[src/rtl/fpu_pkg.sv]
// Shared encodings for the scalar half-precision FPU issue path: sfpu opcode bit
// indices, fflags bit positions, sequencer states and the integer-destination op set.
package fpu_pkg;

  localparam int unsigned SFPU_W = 24;

  localparam int unsigned OP_FADD     = 0;
  localparam int unsigned OP_FSUB     = 1;
  localparam int unsigned OP_FMUL     = 2;
  localparam int unsigned OP_FDIV     = 3;
  localparam int unsigned OP_FSQRT    = 4;
  localparam int unsigned OP_FMADD    = 5;
  localparam int unsigned OP_FMSUB    = 6;
  localparam int unsigned OP_FMV_X_H  = 7;
  localparam int unsigned OP_FMV_H_X  = 8;
  localparam int unsigned OP_FEQ      = 9;
  localparam int unsigned OP_FLT      = 10;
  localparam int unsigned OP_FLE      = 11;
  localparam int unsigned OP_FMIN     = 12;
  localparam int unsigned OP_FMAX     = 13;
  localparam int unsigned OP_FCVT_W_H = 14;
  localparam int unsigned OP_FCVT_H_W = 15;
  localparam int unsigned OP_FSGNJ    = 16;
  localparam int unsigned OP_FSGNJN   = 17;
  localparam int unsigned OP_FSGNJX   = 18;
  localparam int unsigned OP_FNMADD   = 19;
  localparam int unsigned OP_FNMSUB   = 20;
  localparam int unsigned OP_FCLASS   = 21;
  localparam int unsigned OP_LAST     = OP_FCLASS;
  localparam int unsigned OP_UNSIGNED = 22;
  localparam int unsigned OP_SIGNED   = 23;

  localparam int unsigned FLAG_NV = 4;
  localparam int unsigned FLAG_DZ = 3;
  localparam int unsigned FLAG_OF = 2;
  localparam int unsigned FLAG_UF = 1;
  localparam int unsigned FLAG_NX = 0;

  // Ops whose result is written to the integer register file.
  localparam logic [OP_LAST:0] INT_DEST_MASK =
      (22'd1 << OP_FMV_X_H)  | (22'd1 << OP_FEQ) | (22'd1 << OP_FLT) |
      (22'd1 << OP_FLE)      | (22'd1 << OP_FCVT_W_H) | (22'd1 << OP_FCLASS);

  typedef enum logic [2:0] {
    ST_IDLE,
    ST_ISSUE,
    ST_WAIT,
    ST_CAPT,
    ST_RESP
  } seq_state_e;

endpackage

[src/rtl/fpu_op_encode.sv]
// Combinational opcode decoder: index to sfpu one-hot (with signedness bit for the
// integer conversions), integer-destination flag and illegal-opcode flag.
module fpu_op_encode
  import fpu_pkg::*;
#(
  parameter int unsigned OPW = 5
) (
  input  logic [OPW-1:0]    op_i,
  input  logic              unsigned_i,
  output logic [SFPU_W-1:0] sfpu_op_o,
  output logic              int_dest_o,
  output logic              illegal_o
);

  always_comb begin
    sfpu_op_o  = '0;
    int_dest_o = 1'b0;
    illegal_o  = 1'b1;
    for (int unsigned i = 0; i <= OP_LAST; i++) begin
      if (op_i == OPW'(i)) begin
        sfpu_op_o[i] = 1'b1;
        int_dest_o   = INT_DEST_MASK[i];
        illegal_o    = 1'b0;
      end
    end
    if (op_i == OPW'(OP_FCVT_W_H) || op_i == OPW'(OP_FCVT_H_W)) begin
      if (unsigned_i) sfpu_op_o[OP_UNSIGNED] = 1'b1;
      else            sfpu_op_o[OP_SIGNED]   = 1'b1;
    end
  end

endmodule

[src/rtl/fpu_issue_seq.sv]
// Issue/writeback sequencer in front of the half-precision FPU: drives one op per
// handshake, waits out the FPU latency, captures result/flags and returns a response.
module fpu_issue_seq
  import fpu_pkg::*;
#(
  parameter int unsigned STD     = 15,
  parameter int unsigned FPU_LAT = 2,
  parameter int unsigned OPW     = 5
) (
  input  logic              clk,
  input  logic              rst,
  input  logic              req_valid,
  output logic              req_ready,
  input  logic [OPW-1:0]    req_op,
  input  logic              req_unsigned,
  input  logic [2:0]        req_frm,
  input  logic [STD:0]      req_a,
  input  logic [STD:0]      req_b,
  input  logic [STD:0]      req_c,
  input  logic [31:0]       req_int,
  input  logic [4:0]        req_rd,
  output logic [STD:0]      fpu_a,
  output logic [STD:0]      fpu_b,
  output logic [STD:0]      fpu_c,
  output logic [31:0]       fpu_int,
  output logic [2:0]        fpu_frm,
  output logic [SFPU_W-1:0] fpu_sfpu_op,
  output logic [27:0]       fpu_vfpu_op,
  output logic [2:0]        fpu_sel,
  output logic              fpu_rst_l,
  input  logic [STD:0]      fpu_res,
  input  logic [31:0]       fpu_res_rd,
  input  logic [4:0]        fpu_flags,
  input  logic              fpu_exc,
  output logic              rsp_valid,
  input  logic              rsp_ready,
  output logic [31:0]       rsp_data,
  output logic              rsp_int,
  output logic [4:0]        rsp_rd,
  output logic              rsp_illegal,
  output logic [4:0]        fflags,
  input  logic              fflags_we,
  input  logic [4:0]        fflags_wdata,
  output logic              exc_pending,
  input  logic              exc_clr
);

  localparam int unsigned CNT_W = (FPU_LAT > 2) ? $clog2(FPU_LAT) : 1;

  seq_state_e        state_q, state_d;
  logic [CNT_W-1:0]  cnt_q, cnt_d;
  logic [STD:0]      a_q, a_d, b_q, b_d, c_q, c_d;
  logic [31:0]       int_q, int_d;
  logic [2:0]        frm_q, frm_d;
  logic [SFPU_W-1:0] sfpu_q, sfpu_d;
  logic [4:0]        rd_q, rd_d;
  logic              int_dest_q, int_dest_d;
  logic [31:0]       rsp_data_q, rsp_data_d;
  logic              rsp_int_q, rsp_int_d;
  logic              rsp_illegal_q, rsp_illegal_d;
  logic [4:0]        fflags_q, fflags_d;
  logic              exc_q, exc_d;
  logic              fpu_rst_l_q;

  logic [SFPU_W-1:0] enc_sfpu;
  logic              enc_int;
  logic              enc_illegal;

  fpu_op_encode #(.OPW(OPW)) u_op_encode (
    .op_i       (req_op),
    .unsigned_i (req_unsigned),
    .sfpu_op_o  (enc_sfpu),
    .int_dest_o (enc_int),
    .illegal_o  (enc_illegal)
  );

  // Accepting is held off until the FPU has left reset as well.
  assign req_ready   = (state_q == ST_IDLE) && fpu_rst_l_q;
  assign rsp_valid   = (state_q == ST_RESP);
  assign fpu_a       = a_q;
  assign fpu_b       = b_q;
  assign fpu_c       = c_q;
  assign fpu_int     = int_q;
  assign fpu_frm     = frm_q;
  assign fpu_sfpu_op = sfpu_q;
  assign fpu_vfpu_op = '0;
  assign fpu_sel     = '0;
  assign fpu_rst_l   = fpu_rst_l_q;
  assign rsp_data    = rsp_data_q;
  assign rsp_int     = rsp_int_q;
  assign rsp_rd      = rd_q;
  assign rsp_illegal = rsp_illegal_q;
  assign fflags      = fflags_q;
  assign exc_pending = exc_q;

  always_comb begin
    state_d       = state_q;
    cnt_d         = cnt_q;
    a_d           = a_q;
    b_d           = b_q;
    c_d           = c_q;
    int_d         = int_q;
    frm_d         = frm_q;
    sfpu_d        = sfpu_q;
    rd_d          = rd_q;
    int_dest_d    = int_dest_q;
    rsp_data_d    = rsp_data_q;
    rsp_int_d     = rsp_int_q;
    rsp_illegal_d = rsp_illegal_q;
    unique case (state_q)
      ST_IDLE: begin
        if (req_valid && req_ready) begin
          rd_d = req_rd;
          if (enc_illegal) begin
            rsp_illegal_d = 1'b1;
            rsp_data_d    = '0;
            rsp_int_d     = 1'b0;
            state_d       = ST_RESP;
          end else begin
            a_d        = req_a;
            b_d        = req_b;
            c_d        = req_c;
            int_d      = req_int;
            frm_d      = req_frm;
            sfpu_d     = enc_sfpu;
            int_dest_d = enc_int;
            state_d    = ST_ISSUE;
          end
        end
      end
      ST_ISSUE: begin
        sfpu_d  = '0;
        cnt_d   = CNT_W'(FPU_LAT - 1);
        state_d = (FPU_LAT > 1) ? ST_WAIT : ST_CAPT;
      end
      ST_WAIT: begin
        cnt_d = cnt_q - 1'b1;
        if (cnt_d == '0) state_d = ST_CAPT;
      end
      ST_CAPT: begin
        rsp_int_d     = int_dest_q;
        rsp_data_d    = (int_dest_q && !fpu_exc) ? fpu_res_rd : 32'(fpu_res);
        rsp_illegal_d = 1'b0;
        state_d       = ST_RESP;
      end
      ST_RESP: begin
        if (rsp_ready) begin
          rsp_illegal_d = 1'b0;
          state_d       = ST_IDLE;
        end
      end
      default: state_d = ST_IDLE;
    endcase
  end

  // CSR write and capture may coincide: the write replaces, the FPU flags still accrue.
  always_comb begin
    fflags_d = fflags_we ? fflags_wdata : fflags_q;
    exc_d    = exc_clr ? 1'b0 : exc_q;
    if (state_q == ST_CAPT) begin
      fflags_d = fflags_d | fpu_flags;
      exc_d    = exc_d | fpu_exc;
    end
  end

  always_ff @(posedge clk or posedge rst) begin
    if (rst) begin
      state_q       <= ST_IDLE;
      cnt_q         <= '0;
      a_q           <= '0;
      b_q           <= '0;
      c_q           <= '0;
      int_q         <= '0;
      frm_q         <= '0;
      sfpu_q        <= '0;
      rd_q          <= '0;
      int_dest_q    <= 1'b0;
      rsp_data_q    <= '0;
      rsp_int_q     <= 1'b0;
      rsp_illegal_q <= 1'b0;
      fflags_q      <= '0;
      exc_q         <= 1'b0;
      fpu_rst_l_q   <= 1'b0;
    end else begin
      state_q       <= state_d;
      cnt_q         <= cnt_d;
      a_q           <= a_d;
      b_q           <= b_d;
      c_q           <= c_d;
      int_q         <= int_d;
      frm_q         <= frm_d;
      sfpu_q        <= sfpu_d;
      rd_q          <= rd_d;
      int_dest_q    <= int_dest_d;
      rsp_data_q    <= rsp_data_d;
      rsp_int_q     <= rsp_int_d;
      rsp_illegal_q <= rsp_illegal_d;
      fflags_q      <= fflags_d;
      exc_q         <= exc_d;
      fpu_rst_l_q   <= 1'b1;
    end
  end

endmodule
[config.mk]
export PLATFORM = sky130hd
export DESIGN_NAME = fpu_issue_seq
export DESIGN_NICKNAME = d
export VERILOG_FILES = /design/src/rtl/fpu_pkg.sv /design/src/rtl/fpu_op_encode.sv /design/src/rtl/fpu_issue_seq.sv
export SDC_FILE = /design/constraint.sdc
export NUM_CORES = 1
export LEC_CHECK = 0
export BUFFER_PORTS_ARGS = -buffer_cell sky130_fd_sc_hd__buf_2
export CELL_PAD_IN_SITES_DETAIL_PLACEMENT = 1
export CELL_PAD_IN_SITES_GLOBAL_PLACEMENT = 1
export CORE_MARGIN = 4
export CORE_UTILIZATION = 33
export CTS_CLUSTER_SIZE = 30
export DETAILED_ROUTE_END_ITERATION = 6
export HOLD_SLACK_MARGIN = 0.1
export PLACE_DENSITY_LB_ADDON = 0.1
export SLEW_MARGIN = 5
export SYNTH_ARGS = -nofsm -noshare
export SYNTH_HDL_FRONTEND = slang
export SYNTH_SLANG_ARGS = --single-unit
[constraint.sdc]
create_clock -name clk -period 6.47 [get_ports clk]
set_clock_uncertainty 0.2 [all_clocks]
set_input_delay 0.647 -clock clk [delete_from_list [all_inputs] [get_ports clk]]
set_output_delay 0.647 -clock clk [all_outputs]
set_load 0.1 [all_outputs]
Word-level counts from Yosys, hierarchy flattened. Index checks and enable logic that the tools add are counted.

Multiplexer cells: 85. Equality and inequality tests: 30. Reduce and logical (&&, ||, !) cells: 17. $add $sub $neg: 1. Bitwise operators: 3.

Operators with widths (number): $mux W32 (3); $mux W1 (67); $pmux W32 S2 (1); $mux W24 (2); $pmux W24 S2 (1); $eq A5 B4 Y1 const B (8); $eq A5 B5 Y1 const B (6); $eq A5 B3 Y1 const B (4); $pmux W3 S5 (1); $mux W3 (4); $reduce_and A3 Y1 (4); $eq A5 B2 Y1 const B (2); $mux W5 (2); $eq A3 B2 Y1 const B (2); $ne A2 B2 Y1 const B (3); $reduce_bool A2 Y1 (3); $eq A5 B1 Y1 const B (1); $logic_not A5 Y1 (1); $or A5 B5 Y5 (1); $ne A2 B1 Y1 const B (2); $pmux W1 S2 (2); $reduce_and A4 Y1 (1); $eq A3 B1 Y1 const B (1); $eq A3 B3 Y1 const B (1); 11 further kinds (13).

Input bits: 159. Bits in registers: 158. Output and inout port bits: 186. Logic and storage cells: 152.

Logic depth before layout (Yosys ltp).
Depth after elaboration: 26. Mapped depth: 8. Gate-level depth less buffers: 5.

By module. A second synthesis with hierarchy kept.

Cell total of the unflattened synthesis: 497. Area, all modules: 6677.7 um2.

Modules (own cells, without submodules): fpu_issue_seq (cells an instance 449, sequential area each 3953.8 um2, area an instance 6433.7 um2, instances 1); fpu_op_encode (cells an instance 48, sequential area each 0.0 um2, area an instance 244.0 um2, instances 1).

Worst setup path after synthesis. Ideal clock, no wire load.

Path kind: flip-flop to output port. Start: reg state_q[2]. End: out rsp_valid. Arrival: 2.865 ns. Slack: 2.758 ns. Cell stages (with the launch flop): 3. Required time: 5.623 ns. Path buffers: 1. Cell sequence: dfrtp_1 > clkbuf_1 > nor3b_1.

Cells in the longest elaborated chain, start to end: 1.

RTL lines: from (decl) (RTL line fpu_issue_seq.sv:50) `seq_state_e state_q, state_d;`; from (signal assigned) (RTL line fpu_issue_seq.sv:185) `state_q <= state_d;`; $eq A3 B3 Y1 (RTL line fpu_issue_seq.sv:79) `assign rsp_valid = (state_q == ST_RESP);`; to (decl) (RTL line fpu_issue_seq.sv:35) `output logic rsp_valid,`.

No other way between the ends.

Worst setup path in the final report.
Start: reg state_q[0]. End: reg sfpu_q[22], in the netlist fpu_sfpu_op[22].

Cells in the longest elaborated chain, start to end: 5. Elaborated cells between the ends (all ways): 9. Those cells by class: eq/ne: 3; mux: 1; reduce/logical: 5.

RTL lines: $logic_not A3 Y1 (RTL line fpu_issue_seq.sv:78, fpu_issue_seq.sv:110); $logic_and A1 B1 Y1 (RTL line fpu_issue_seq.sv:78) `assign req_ready = (state_q == ST_IDLE) && fpu_rst_l_q;`; $logic_and A1 B1 Y1 (RTL line fpu_issue_seq.sv:112) `if (req_valid && req_ready) begin`; $ne A2 B1 Y1 (no line); $reduce_and A3 Y1 (no line); to (signal assigned) (RTL line fpu_issue_seq.sv:192) `sfpu_q <= sfpu_d;`; to (decl) (RTL line fpu_issue_seq.sv:55) `logic [SFPU_W-1:0] sfpu_q, sfpu_d;`.

Parallel ways exist; a longest one is shown, timed or not. A chain may end at the register's enable or synchronous reset.

==> flow_summary.yaml <==
outcome:
  status: "complete, no violations"
place:
  portBuffers: 313
  place_ws_ps: 3180
  hpwl_um: 15200
  gp_congestion: 0.736
layout:
  layout_commonest_cell: "buf_2"
  nets: 1162
  fillers: 2403
  drive_gt1_share_pct: 37.3
  register_area_sq_um: 3950
  area_growth_pct: 34.6
  multi_input_area_sq_um: 2530
  layout_common_cells: "buf_2 (313), nand2_1 (291), dfrtp_1 (158), o21ai_0 (38), a22oi_1 (33)"
  utilization_pct: 45.3
critical_path:
  critPathRequiredTime_ps: 6570
  endpoint_kind: "flop"
  worstPathArrival_ps: 3150
  cp_max_fo: 88
  cp-start-kind: "flop"
  crit_type: "flop to flop"
clock_tree:
  postCtsResizedCells: 0
  postCtsSetupBuffers: 0
  cts_root_buffer: "clkbuf_16"
  clock_latency_ps: 410
  numCtsBuffers: 17
  cts_tree: "done"
  cts.clk_slew.worst_paths_ps: 60
  cts_max_level: 4
  clockBufferDepth: 2
  cts_sinks: 158
  cts_hold_repair.buffers: 0
hold_path:
  hold_path.class: "input pin to async pin"
synthesis:
  synth-async-reset-ratio_pct: 100
  yosysSeqAreaShare_pct: 58.1
  synth_edf_count: 0
  syn_avg_cell_area_sq_um: 9.62
  ys_warn_count: 0
  syn-cell-area_sq_um: 6810
  ys_types: 40
  synth_flop_cell: "dfrtp_1"
  ys_ff_latch: 158
  synthCells: 708
floorplan:
  dieArea_sq_um: 23000
  ioPinCount: 345
  die_h_um: 152
  core_sq_um: 20200
  fp-row-count: 52
  chipWidth_um: 152
  start_util_pct: 33.7
detailed_routing:
  drtIter0Drc: 284
  drc: 0
  viasPerCell: 4.63
  drt-total-wl_um: 21300
  dr.pass1.iters: 4
  detailroute.via_count: 5957
  wl_per_cell_um: 16.5
  ant_nets: 0
job:
  drv_cap: 0
sta:
  hold_viol: 0
  finalCritPeriodShare_pct: 47.2
  worstMarginPinSlew_ps: 1060
  fin_setup_tns_ps: 0
  setup_viol: 0
  drv_slew: 0
  fmax_ghz: 0.327
  period_minus_slack_ps: 3050
  slew_headroom_pct: 29.0
  fin_ws_ps: 3420
  rsz0062_at_grt: "no"
grt:
  track_usage_pct: 18.0
  met2_usage_pct: 27.8
  gr-total-overflow: 0
  busiest_layer: "met2"
  grt_pass1_vias: 5873
  grt_antenna_before_repair: 1
  grt_pass1_wl_um: 32300
  grt_use_met1_pct: 23.9
  grt_max_degree: 92
  met3_usage_pct: 6.54
[cell families (layout without fill, tap and decap cells)]
group,Yosys count,in the layout,share of synthesized area (%)
other cells,2,34,0.110
mux,21,21,3.47
xor+xnor,1,1,0.129
compound gates,114,114,12.2
simple gates,328,328,19.5
flops,158,158,58.1
buf+inv,84,361,6.56
[per-stage QoR]
stage | area (sq um) | hold slack [ps] | std cells
2_1_floorplan | 6920 | 260 | 738
3_3_place_gp | 8490 | 254 | 1254
3_5_place_dp | 8490 | 257 | 1254
4_1_cts | 9160 | 195 | 1285
5_1_grt | 9170 | 197 | 1286
6_report | 9170 | 182 | 1287
[cell usage after synthesis, drive strengths merged, types with 3 or more instances]
master	number	share of area, %
buf	44	4.4
dfrtp	158	58
inv	9	0.50
a21oi	4	0.29
a221o	5	0.73
nor2	9	0.50
clkbuf	31	1.7
a22o	11	1.4
a211oi	3	0.51
nor3b	3	0.33
mux2	21	3.5
o2bb2ai	6	0.77
a32o	6	0.88
o21ai	38	2.8
nor3	3	0.22
nor2b	8	0.73
nand2b	3	0.28
nand2	291	16
a22oi	33	3.6
nand3	4	0.29
[worst paths after layout]
kind	startpoint	end	slack (ps)	depth (start not counted)
setup / recovery	state_q[0]$_DFFE_PP0P_	fpu_sfpu_op[22]$_DFFE_PP0P_	3420	6
max in group asynchronous	rst	fpu_c[14]$_DFFE_PP0P_	4440	3
min in group clk	exc_clr	exc_pending$_DFF_PP0_	220	2
setup reg to reg	state_q[0]$_DFFE_PP0P_	fpu_sfpu_op[22]$_DFFE_PP0P_	3420	6
hold / removal	rst	fpu_int[23]$_DFFE_PP0P_	180	2
hold reg to reg	fpu_int[3]$_DFFE_PP0P_	fpu_int[3]$_DFFE_PP0P_	270	2
[critical path, stage by stage, from the launching register on]
cell      delay, ps
dfrtp_1         500
or4b_4          620
a211oi_4        210
buf_4           760
nor2_1          110
buf_4           260
a22o_1          250
[final cells by class]
type	count	area share [%]
timing repair buffer	321	17.7
tap	270	3.69
antenna	2	0.0546
multi-input combinational	496	27.6
sequential	158	43.1
inverter	9	0.423
clock inverter	10	2.57
clock buffer	21	4.80
[sequential cells by signal, indices dropped and copies added (netlist names)]
| register | count |
|---|---|
| fpu_b | 16 |
| int_dest_q | 1 |
| rsp_rd | 5 |
| fpu_c | 16 |
| fpu_int | 32 |
| fpu_rst_l | 1 |
| rsp_int | 1 |
| fpu_sfpu_op | 24 |
| fpu_frm | 3 |
| rsp_illegal | 1 |
| rsp_data | 32 |
| cnt_q | 1 |
| fflags | 5 |
| exc_pending | 1 |
| fpu_a | 16 |
| state_q | 3 |
[layer usage]
| metal | vias up | share of wire [%] |
|---|---|---|
| met1 | 2867 | 42 |
| met2 | 202 | 48 |
| met3 | 13 | 9.1 |
| met5 | - | 0 |
| li1 | 2875 | - |
| met4 | 0 | 1.2 |
Power is left out: the tool's default activity adds up to more than one toggle a clock period on the data nets, which glitch-free logic cannot reach.
